===== src/rtl/pipe_adder.sv =====
// Pipelined adder/subtractor: WIDTH bits resolved in STAGES carry-chained
// chunks, one chunk per stage, with valid/ready flow control.
module pipe_adder #(
    parameter int WIDTH  = 24,
    parameter int STAGES = 3
) (
    input  logic             clk,
    input  logic             rst_n,
    input  logic [WIDTH-1:0] A,
    input  logic [WIDTH-1:0] B,
    input  logic             Cin,
    input  logic             Sub,
    input  logic             in_valid,
    output logic             in_ready,
    output logic [WIDTH-1:0] Sum,
    output logic             Cout,
    output logic             Ovf,
    output logic             out_valid,
    input  logic             out_ready
);

    localparam int CHUNK = WIDTH / STAGES;

    if (WIDTH < 2 || STAGES < 1 || (WIDTH % STAGES) != 0) begin : g_bad_cfg
        $error("pipe_adder: WIDTH must be >=2 and divisible by STAGES");
    end

    logic [STAGES-1:0] v;
    logic [STAGES-1:0] adv;
    logic [STAGES-1:0] load;

    logic [WIDTH-1:0] a_o [STAGES];
    logic [WIDTH-1:0] b_o [STAGES];
    logic [WIDTH-1:0] s_o [STAGES];
    logic             c_o [STAGES];
    logic             o_o [STAGES];

    for (genvar k = 0; k < STAGES; k++) begin : g_st
        logic [WIDTH-1:0] a_i, b_i, s_i, s_n;
        logic             c_i, v_i, cmsb, o_n;
        logic [CHUNK:0]   r;
        logic [WIDTH-1:0] a_q, b_q, s_q;
        logic             v_q, c_q, o_q;

        if (k == 0) begin : g_head
            assign a_i = A;
            assign b_i = Sub ? ~B : B;
            assign c_i = Sub | Cin;
            assign s_i = '0;
            assign v_i = in_valid;
        end else begin : g_body
            assign a_i = a_o[k-1];
            assign b_i = b_o[k-1];
            assign c_i = c_o[k-1];
            assign s_i = s_o[k-1];
            assign v_i = v[k-1];
        end

        // A stage moves on if any later stage has a hole or the sink drains.
        if (k == STAGES - 1) begin : g_tail
            assign adv[k] = out_ready;
        end else begin : g_inner
            assign adv[k] = out_ready | ~(&v[STAGES-1:k+1]);
        end

        assign load[k] = ~v_q | adv[k];

        assign r = {1'b0, a_i[k*CHUNK +: CHUNK]}
                 + {1'b0, b_i[k*CHUNK +: CHUNK]}
                 + {{CHUNK{1'b0}}, c_i};

        always_comb begin
            s_n = s_i;
            s_n[k*CHUNK +: CHUNK] = r[CHUNK-1:0];
        end

        // Carry into the MSB recovered from the MSB sum bit.
        assign cmsb = a_i[WIDTH-1] ^ b_i[WIDTH-1] ^ r[CHUNK-1];
        assign o_n  = cmsb ^ r[CHUNK];

        always_ff @(posedge clk or negedge rst_n) begin
            if (!rst_n) begin
                v_q <= 1'b0;
                a_q <= '0;
                b_q <= '0;
                s_q <= '0;
                c_q <= 1'b0;
                o_q <= 1'b0;
            end else if (load[k]) begin
                v_q <= v_i;
                a_q <= a_i;
                b_q <= b_i;
                s_q <= s_n;
                c_q <= r[CHUNK];
                o_q <= o_n;
            end
        end

        assign v[k]   = v_q;
        assign a_o[k] = a_q;
        assign b_o[k] = b_q;
        assign s_o[k] = s_q;
        assign c_o[k] = c_q;
        assign o_o[k] = o_q;
    end

    logic unused_tail;
    assign unused_tail = ^{a_o[STAGES-1], b_o[STAGES-1]};

    assign in_ready  = ~v[0] | adv[0];
    assign out_valid = v[STAGES-1];
    assign Sum       = s_o[STAGES-1];
    assign Cout      = c_o[STAGES-1];
    assign Ovf       = o_o[STAGES-1];

endmodule


===== config.mk =====
export PLATFORM = sky130hd
export DESIGN_NAME = pipe_adder
export DESIGN_NICKNAME = d
export VERILOG_FILES = /design/src/rtl/pipe_adder.sv
export SDC_FILE = /design/constraint.sdc
export NUM_CORES = 1
export LEC_CHECK = 0
export ABC_CLOCK_PERIOD_IN_PS = 4100
export CAP_MARGIN = 25
export CORE_MARGIN = 2
export CORE_UTILIZATION = 50
export DETAILED_ROUTE_END_ITERATION = 8
export HOLD_SLACK_MARGIN = 0.15
export PLACE_DENSITY = 0.76
export RECOVER_POWER = 50
export SYNTH_ARGS = -nofsm -noshare
export SYNTH_HDL_FRONTEND = slang
export SYNTH_SLANG_ARGS = --single-unit

===== constraint.sdc =====
create_clock -name clk -period 4.1 [get_ports clk]
set_input_delay 0.41 -clock clk [delete_from_list [all_inputs] [get_ports clk]]
set_output_delay 0.41 -clock clk [all_outputs]
set_load 0.1 [all_outputs]

==> Word-level counts from Yosys, hierarchy flattened <==
Cells that the tools add are included.
{ "totals": {"input_bits": 54, "out_inout_bits": 28, "reg_bits": 151} }
{ "classes": {"add_sub_neg": 6, "mux": 1, "bitwise": 13, "n_reduce_logical": 1} }
{ "op_table": {"columns": ["cell", "count"], "rows": [
  ["$add A8 B8 Y9", 3],
  ["$add A9 B1 Y9", 3],
  ["$mux W24", 1],
  ["$not A24 Y24", 1],
  ["$or A1 B1 Y1", 5],
  ["$not A1 Y1", 4],
  ["$xor A1 B1 Y1", 3],
  ["$reduce_and A2 Y1", 1]
]} }

==> Longest topological paths before layout <==
Gate-level depths: netlist of run 1.
{ "depth": {"depth_word": 4, "ltp_mapped": 11, "depth_no_buf": 9} }

==> Worst setup path after synthesis of run 1 <==
OpenSTA, ideal clock, no wires.
{ "synth_timing": {"path_type": "input-to-reg", "startpoint": "input port Sub", "endpoint": "register g_st[0].s_q[6]", "required_time_ps": 3964, "arrival_time_ps": 2317, "stages": 11, "n_path_buf": 2, "path_slack_ps": 1646, "cell_sequence": "buf_2 > buf_2 > or2_2 > fa_1 > inv_1 > fa_1 > nor2b_1 > o21ai_0 > a21oi_1 > o2111ai_1 > o211ai_1"} }
{ "synth_via": {"elab_chain_cells": 3, "word_cells_on_any_way": 4, "cone_classes": "add/sub (2); mux (1); bitwise (1)"} }
{ "synth_lines": {"columns": ["item", "line_no", "source"], "rows": [
  ["from (decl)", "12", "input logic Sub,"],
  ["$mux W24", "47", "assign b_i = Sub ? ~B : B;"],
  ["$add A8 B8 Y9", "69", "+ {1'b0, b_i[k*CHUNK +: CHUNK]}"],
  ["$add A9 B1 Y9 (*)", "70", "+ {{CHUNK{1'b0}}, c_i};"],
  ["to (signal assigned)", "93", "s_q <= s_n;"],
  ["to (decl)", "42", "logic [WIDTH-1:0] a_q, b_q, s_q;"]
]} }
Every way passes the cells marked *; elsewhere a longest branch is shown, timed or not.
A chain may end at the register's enable or synchronous reset.

==> Worst setup path in the final report of run 1 <==
Ends and elaborated chain as after synthesis.

==> results of run 1 <==
metal layers:
layer  part of all wire, %  wire (µm)  up-vias
li1                      -          -     1827
met1                    46       4690     1742
met2                    49       4970       73
met3                   3.5        353       17
met4                   1.8        182        0
met5                     0          0        -
placed cells by master (no fill, tap or decap), types with 5 or more instances in the layout:
cell type          n
ha_1              21
dfrtp_1          103
nand2_1          171
nor2_1            11
clkbuf_8          10
fa_1               6
a21oi_1           17
o21ai_0           40
nor3_1             5
inv_1              7
mux2_2            18
xnor2_1           20
clkdlybuf4s50_1   78
xor2_1            17
critical path, delay by kind of cell:
kind            cells  cell delay [ns]
simple gates        2             0.45
buf+inv             2             0.69
compound gates      4             0.72
fa+ha+maj           2             0.59
cells by family (layout without fill, tap and decap cells):
logic type,Yosys count,after routing,synth area share [%]
flops,103,103,52.0
simple gates,209,209,17.2
compound gates,81,81,9.52
buf+inv,31,112,2.75
xor+xnor,37,37,6.54
mux,19,19,4.29
fa+ha+maj,27,27,7.72
layout make-up:
type / count / share of cell area, %
flip-flops and latches: 103 / 41.9
multi-input cells: 373 / 36.5
repair buffers: 88 / 14.3
well taps: 133 / 2.71
clock buffers: 11 / 2.30
clock inverters: 5 / 1.69
inverters: 8 / 0.489
registers in the layout (all words and copies together), names as in the netlist:
name       flops
g_st.a_q      24
Cout           1
Ovf            1
g_st.c_q       2
g_st.v_q       2
g_st.s_q      24
g_st.b_q      24
out_valid      1
Sum           24
where the power goes:
group / switching (W) / internal, W / leakage, nW
Combinational: 0.00132 / 0.000560 / 1.45
Clock: 0.000340 / 0.000423 / 0.124
Sequential: 0.000161 / 0.00129 / 1.22
Total: 0.00182 / 0.00227 / 2.79
worst max path at each step:
stage,cells past startpoint,end
finish,10,g_st[0].s_q[6]
global route,4,g_st[1].s_q[10]
CTS,10,g_st[0].c_q
detailed placement,10,g_st[0].c_q
global placement,10,g_st[0].c_q
floorplan,11,g_st[0].s_q[6]
metrics by stage:
| step | power (W) | setup WS, ns |
|---|---|---|
| 5_1_grt | 0.00430 | 1.35 |
| 3_5_place_dp | 0.00336 | 1.10 |
| 3_3_place_gp | 0.00330 | 1.20 |
| 2_1_floorplan | 0.00286 | 1.65 |
| 4_1_cts | 0.00413 | 1.52 |
| 6_report | 0.00409 | 1.48 |
==> metrics.md, run 1 <==
| Metric | Value |
|---|---|
| Status | finished, violations left |
| Violated checks | max-capacitance violations, max-slew violations |
| Worst R2R Path Depth | 7 |
| Rel. slew slack | -7.64% |
| GP Congestion | 0.848 |
| Maximum fanout along the worst path | 8 |
| DIE AREA | 10700 µm² |
| Synthesized instance count | 507 |
| Crit Path Category | primary input to flip-flop |
| Remaining DRCs | 0 |
| Design Area, Final | 6140 µm² |
| Fraction of registers with async set or reset after synthesis | 100% |
| Routing usage on met1 | 27.3% |
| Final design utilization | 63.4% |
| Fmax | 382 MHz |
| Reg area | 2580 µm² |
| Vias | 3659 |
| IO buf count | 81 |
| CP required | 4.35 ns |
| I/O pin count | 82 |
| Crit path time final | 2.62 ns |
| Crit path top cell by count | fa_1 |
| DR vias/cell | 5.07 |
| R2r setup slk | 1.66 ns |
| Hold Slack | 0.439 ns |
| GRT busiest layer | met2 |
| Max_cap viols | 3 |
| Maximum number of pins on one net before global-route repair | 68 |
| Iter 0 DRT Violations | 120 |
| FF-to-FF End | g_st[1].c_q |
| Hold crit path type | primary input to asynchronous set/reset pin |
| Clock slew at the register clock pins of the worst setup and hold paths | 0.09 ns |
| Routed Antenna Nets | 0 |
| Inserted Diodes | 0 |
| Syn Area/Cell | 9.78 µm² |
| PwrDens | 666 nW/µm² |
| Register area share after synthesis | 52.0% |
| Initial antenna violation count | 0 |
| R2r startpoint | g_st[0].a_q[8] |
| Count of cell types in the netlist | 41 |
| Hold_buf cts | 0 |
| M3 GR Usage | 3.34% |
| Yosys top cell by area | dfrtp_1 |
| Detailed Routing Iterations Pass 1 | 4 |
| Pins Over Slew Limit | 142 |
| Setup violators final | 0 |
| Main synth FF type | dfrtp_1 |
| Period Utilization, post-route | 63.9% |
| Initial Utilization | 51.2% |
| Layout cell share with drive strength beyond 1 | 7.82% |
| CP cell instances | clkdlybuf4s50_1 -> or2_2 -> fa_1 -> inv_1 -> fa_1 -> nor2b_1 -> o21ai_0 -> a21oi_1 -> o2111ai_1 -> o211ai_1 |
| Worst clock skew | 0.0100 ns |
| CP Capture Type | flip-flop |
| Routing usage on met2 | 33.6% |
| Maximum vdd drop | 306 µV |
| Total Neg Setup Slack | 0 ns |
| # Post-CTS Setup Buffers | 0 |
| Core Footprint | 9680 µm² |
| Synth area leaders | dfrtp_1 52%, nand2_1 13%, ha_1 5.3%, mux2_2 4.1%, o21ai_0 4.0% |
| Leakage | 2.79 nW |
| CP max stage delay | 0.61 ns |
| Yosys top cell area share | 52.0% |
| Clock root buffer | clkbuf_8 |
| Die Width | 104 µm |
| Yosys Warn Count | 0 |
| DP Area | 5910 µm² |
| FF+latch count, synth | 103 |
| Layout Cells excl Fill | 721 |
| Total GRT Usage | 20.5% |
| Worst-Skew Late Latency | 0.38 ns |
| Most frequent cell after synthesis | nand2_1 |
| EDFF count, synth | 0 |
| CP max-delay cell | clkdlybuf4s50_1 |
| Synthesized cell area | 4960 µm² |
| Most frequent cells after synthesis | 171 x nand2_1, 103 x dfrtp_1, 40 x o21ai_0 |
| Area grow syn2layout | 24.0% |
| Grt ovf | 0 |
| Filler Cell Count | 802 |
| Slew @ Worst Pin | 1.61 ns |
| CTS tree | yes |
| Nets | 664 |
| Area of the multi-input gates | 2240 µm² |
| Detailed Place HPWL | 7.39 mm |
| Placed cells | 705 |
| Global-route wire length before repair | 17.6 mm |
| Post-Syn Nets | 588 |
| WL per Instance | 14.1 µm |
| Cts bufs inserted | 9 |
| Crit path DAT | 2.87 ns |
| Die Y | 104 µm |
| Clock Path Buffers | 2 |
| RSZ-0062 raised after global routing | false |
| CTS resizes | 0 |
| Worst Setup SP | Sub |
| Total Wirelength | 10.2 mm |
| Final count of hold timing violations | 0 |
| Crit start category | primary input |
| Clock Sinks | 103 |
| Num rows | 36 |
| CTS H-Tree Depth | 3 |
| Number of global-route vias before repair | 3743 |
Power figures use the tool's default switching activity.
==> run 2: changes to the inputs <==
--- a/config.mk
+++ b/config.mk
@@ -5,10 +5,10 @@
 export SDC_FILE = /design/constraint.sdc
 export NUM_CORES = 1
 export LEC_CHECK = 0
-export ABC_CLOCK_PERIOD_IN_PS = 4100
+export ABC_CLOCK_PERIOD_IN_PS = 2200
 export CAP_MARGIN = 25
 export CORE_MARGIN = 2
-export CORE_UTILIZATION = 50
+export CORE_UTILIZATION = 48
 export DETAILED_ROUTE_END_ITERATION = 8
 export HOLD_SLACK_MARGIN = 0.15
 export PLACE_DENSITY = 0.76
==> constraint.sdc (replaced) <==
create_clock -name clk -period 2.2 [get_ports clk]
set_input_delay 0.22 -clock clk [delete_from_list [all_inputs] [get_ports clk]]
set_output_delay 0.22 -clock clk [all_outputs]
set_load 0.1 [all_outputs]
==> metrics.md, run 2 (synthesis results as in run 1) <==
| Metric | Value |
|---|---|
| Status | finished, final reports clean |
| Inserted Diodes | 0 |
| Detailed Routing Iterations Pass 1 | 4 |
| DIE AREA | 11200 µm² |
| Iter 0 DRT Violations | 237 |
| Most frequent cells in the layout | 171 x nand2_1, 103 x dfrtp_1, 51 x clkdlybuf4s50_1 |
| Min-Delay Path Depth | 3 |
| Pwr Total | 0.00723 W |
| CTS tree | yes |
| Total GRT Usage | 18.9% |
| Initial antenna violation count | 0 |
| Vias | 3740 |
| Layout cell share with drive strength beyond 1 | 15.6% |
| Clock Path Buffers | 2 |
| Clock slew at the register clock pins of the worst setup and hold paths | 0.09 ns |
| Detailed Place HPWL | 7.47 mm |
| FF-to-FF End | g_st[1].c_q |
| Grt ovf | 0 |
| Slew @ Worst Pin | 1.18 ns |
| Pins Over Slew Limit | 0 |
| Maximum vdd drop | 708 µV |
| RSZ-0062 raised after global routing | true |
| Maximum number of pins on one net before global-route repair | 45 |
| Worst Setup SP | g_st[0].a_q[8] |
| Hold crit path type | primary input to flip-flop |
| Crit Path Category | flip-flop to flip-flop |
| Initial Utilization | 48.7% |
| DR vias/cell | 5.01 |
| Placed cells | 729 |
| Area grow syn2layout | 24.4% |
| Global-route wire length before repair | 17.1 mm |
| Total Neg Setup Slack | 0 ns |
| Worst-Skew Late Latency | 0.35 ns |
| Clock root buffer | clkbuf_8 |
| Hold Path Origin | A[13] |
| Worst R2R Path Depth | 7 |
| R2r setup slk | 0.07 ns |
| WL per Instance | 13.3 µm |
| Layout Cells excl Fill | 746 |
| Final count of hold timing violations | 0 |
| DP Area | 6000 µm² |
| Routed Antenna Nets | 0 |
| Number of global-route vias before repair | 3641 |
| PwrDens | 1170 nW/µm² |
| Period Utilization, post-route | 96.9% |
| GP Congestion | 0.871 |
| # Post-CTS Setup Buffers | 0 |
| IO buf count | 81 |
| Fmax | 469 MHz |
| Crit path capture | g_st[1].c_q |
| Clock Sinks | 103 |
| CP Capture Type | flip-flop |
| Crit path time final | 2.13 ns |
| Maximum fanout along the worst path | 2 |
| Crit path DAT | 2.37 ns |
| Setup violators final | 0 |
| Max_cap viols | 0 |
| Die Width | 106 µm |
| Die Y | 106 µm |
| Final design utilization | 60.5% |
| I/O pin count | 82 |
| Cts bufs inserted | 9 |
| Design Area, Final | 6170 µm² |
| Core Footprint | 10200 µm² |
| Total Wirelength | 9.92 mm |
| Remaining DRCs | 0 |
| CP required | 2.44 ns |
| Crit start category | flip-flop |
| Nets | 686 |
| R2r startpoint | g_st[0].a_q[8] |
| Most common cell after layout, fill and taps aside | nand2_1 |
| Leakage | 2.86 nW |
| Worst clock skew | 0.00587 ns |
| Num rows | 37 |
| Rel. slew slack | 21.9% |
| CTS H-Tree Depth | 3 |
[run 2: cell types whose count changed in the layout (fill, tap and decap cells not counted), moves of 2 or more]
cell | before | now
fa_2 | 0 | 4
bufinv_16 | 3 | 0
clkbuf_1 | 3 | 14
fa_1 | 6 | 2
clkdlybuf4s50_1 | 78 | 51
a211oi_1 | 4 | 1
buf_4 | 4 | 40
a211oi_2 | 0 | 3
clkbuf_2 | 1 | 3
a21oi_1 | 17 | 14
a21oi_2 | 0 | 3
[run 2: per-layer routing]
metal  track usage (%)  share of wire, %
met2              31.6                50
met5                 0                 0
met4              5.08              0.96
met3              2.72               3.4
met1              25.9                46
[run 2: power by group]
| group | internal (W) | switching (W) |
|---|---|---|
| Combinational | 0.000963 | 0.00248 |
| Sequential | 0.00240 | 0.000301 |
| Clock | 0.000472 | 0.000611 |
[run 2: what timing repair did]
item / 4_1_cts / 5_1_grt
resized for setup: 5 / 6
hold endpoints to repair: 32 / 0
setup endpoints to repair: 4 / 10
pin swaps: 0 / 1
hold buffers: 1 / 0
[run 2: how the worst min path moves through the flow]
stage,endpoint,slack (ns)
global placement,g_st[1].a_q[21],0.20
global route,g_st[0].a_q[14],0.39
detailed placement,g_st[0].a_q[21],0.20
CTS,g_st[0].a_q[21],0.37
finish,g_st[0].a_q[13],0.39
floorplan,Cout,-0.08
[run 2: worst max-delay path, cell delays in order (launching register included)]
cell and delay (ns):
dfrtp_1 0.41, fa_2 0.41, fa_2 0.35, a21o_1 0.17, a21oi_2 0.15, nand2b_4 0.14
a21oi_2 0.05, o41a_1 0.32
[run 2: layout make-up]
type	instances	area, µm²
multi-input combinational	373	2290
inverter	8	30.0
timing repair buffer	110	921
tap	136	170
fill	893	4020
clock inverter	3	17.5
sequential	103	2580
clock buffer	13	159
[run 2: per-stage QoR]
stage | hold slack, ns | setup slack [ns]
CTS | 0.372 | 0.0217
global route | 0.393 | -0.00583
floorplan | -0.0756 | 0.0120
detailed placement | 0.196 | -0.433
global placement | 0.196 | -0.286
finish | 0.390 | 0.0690
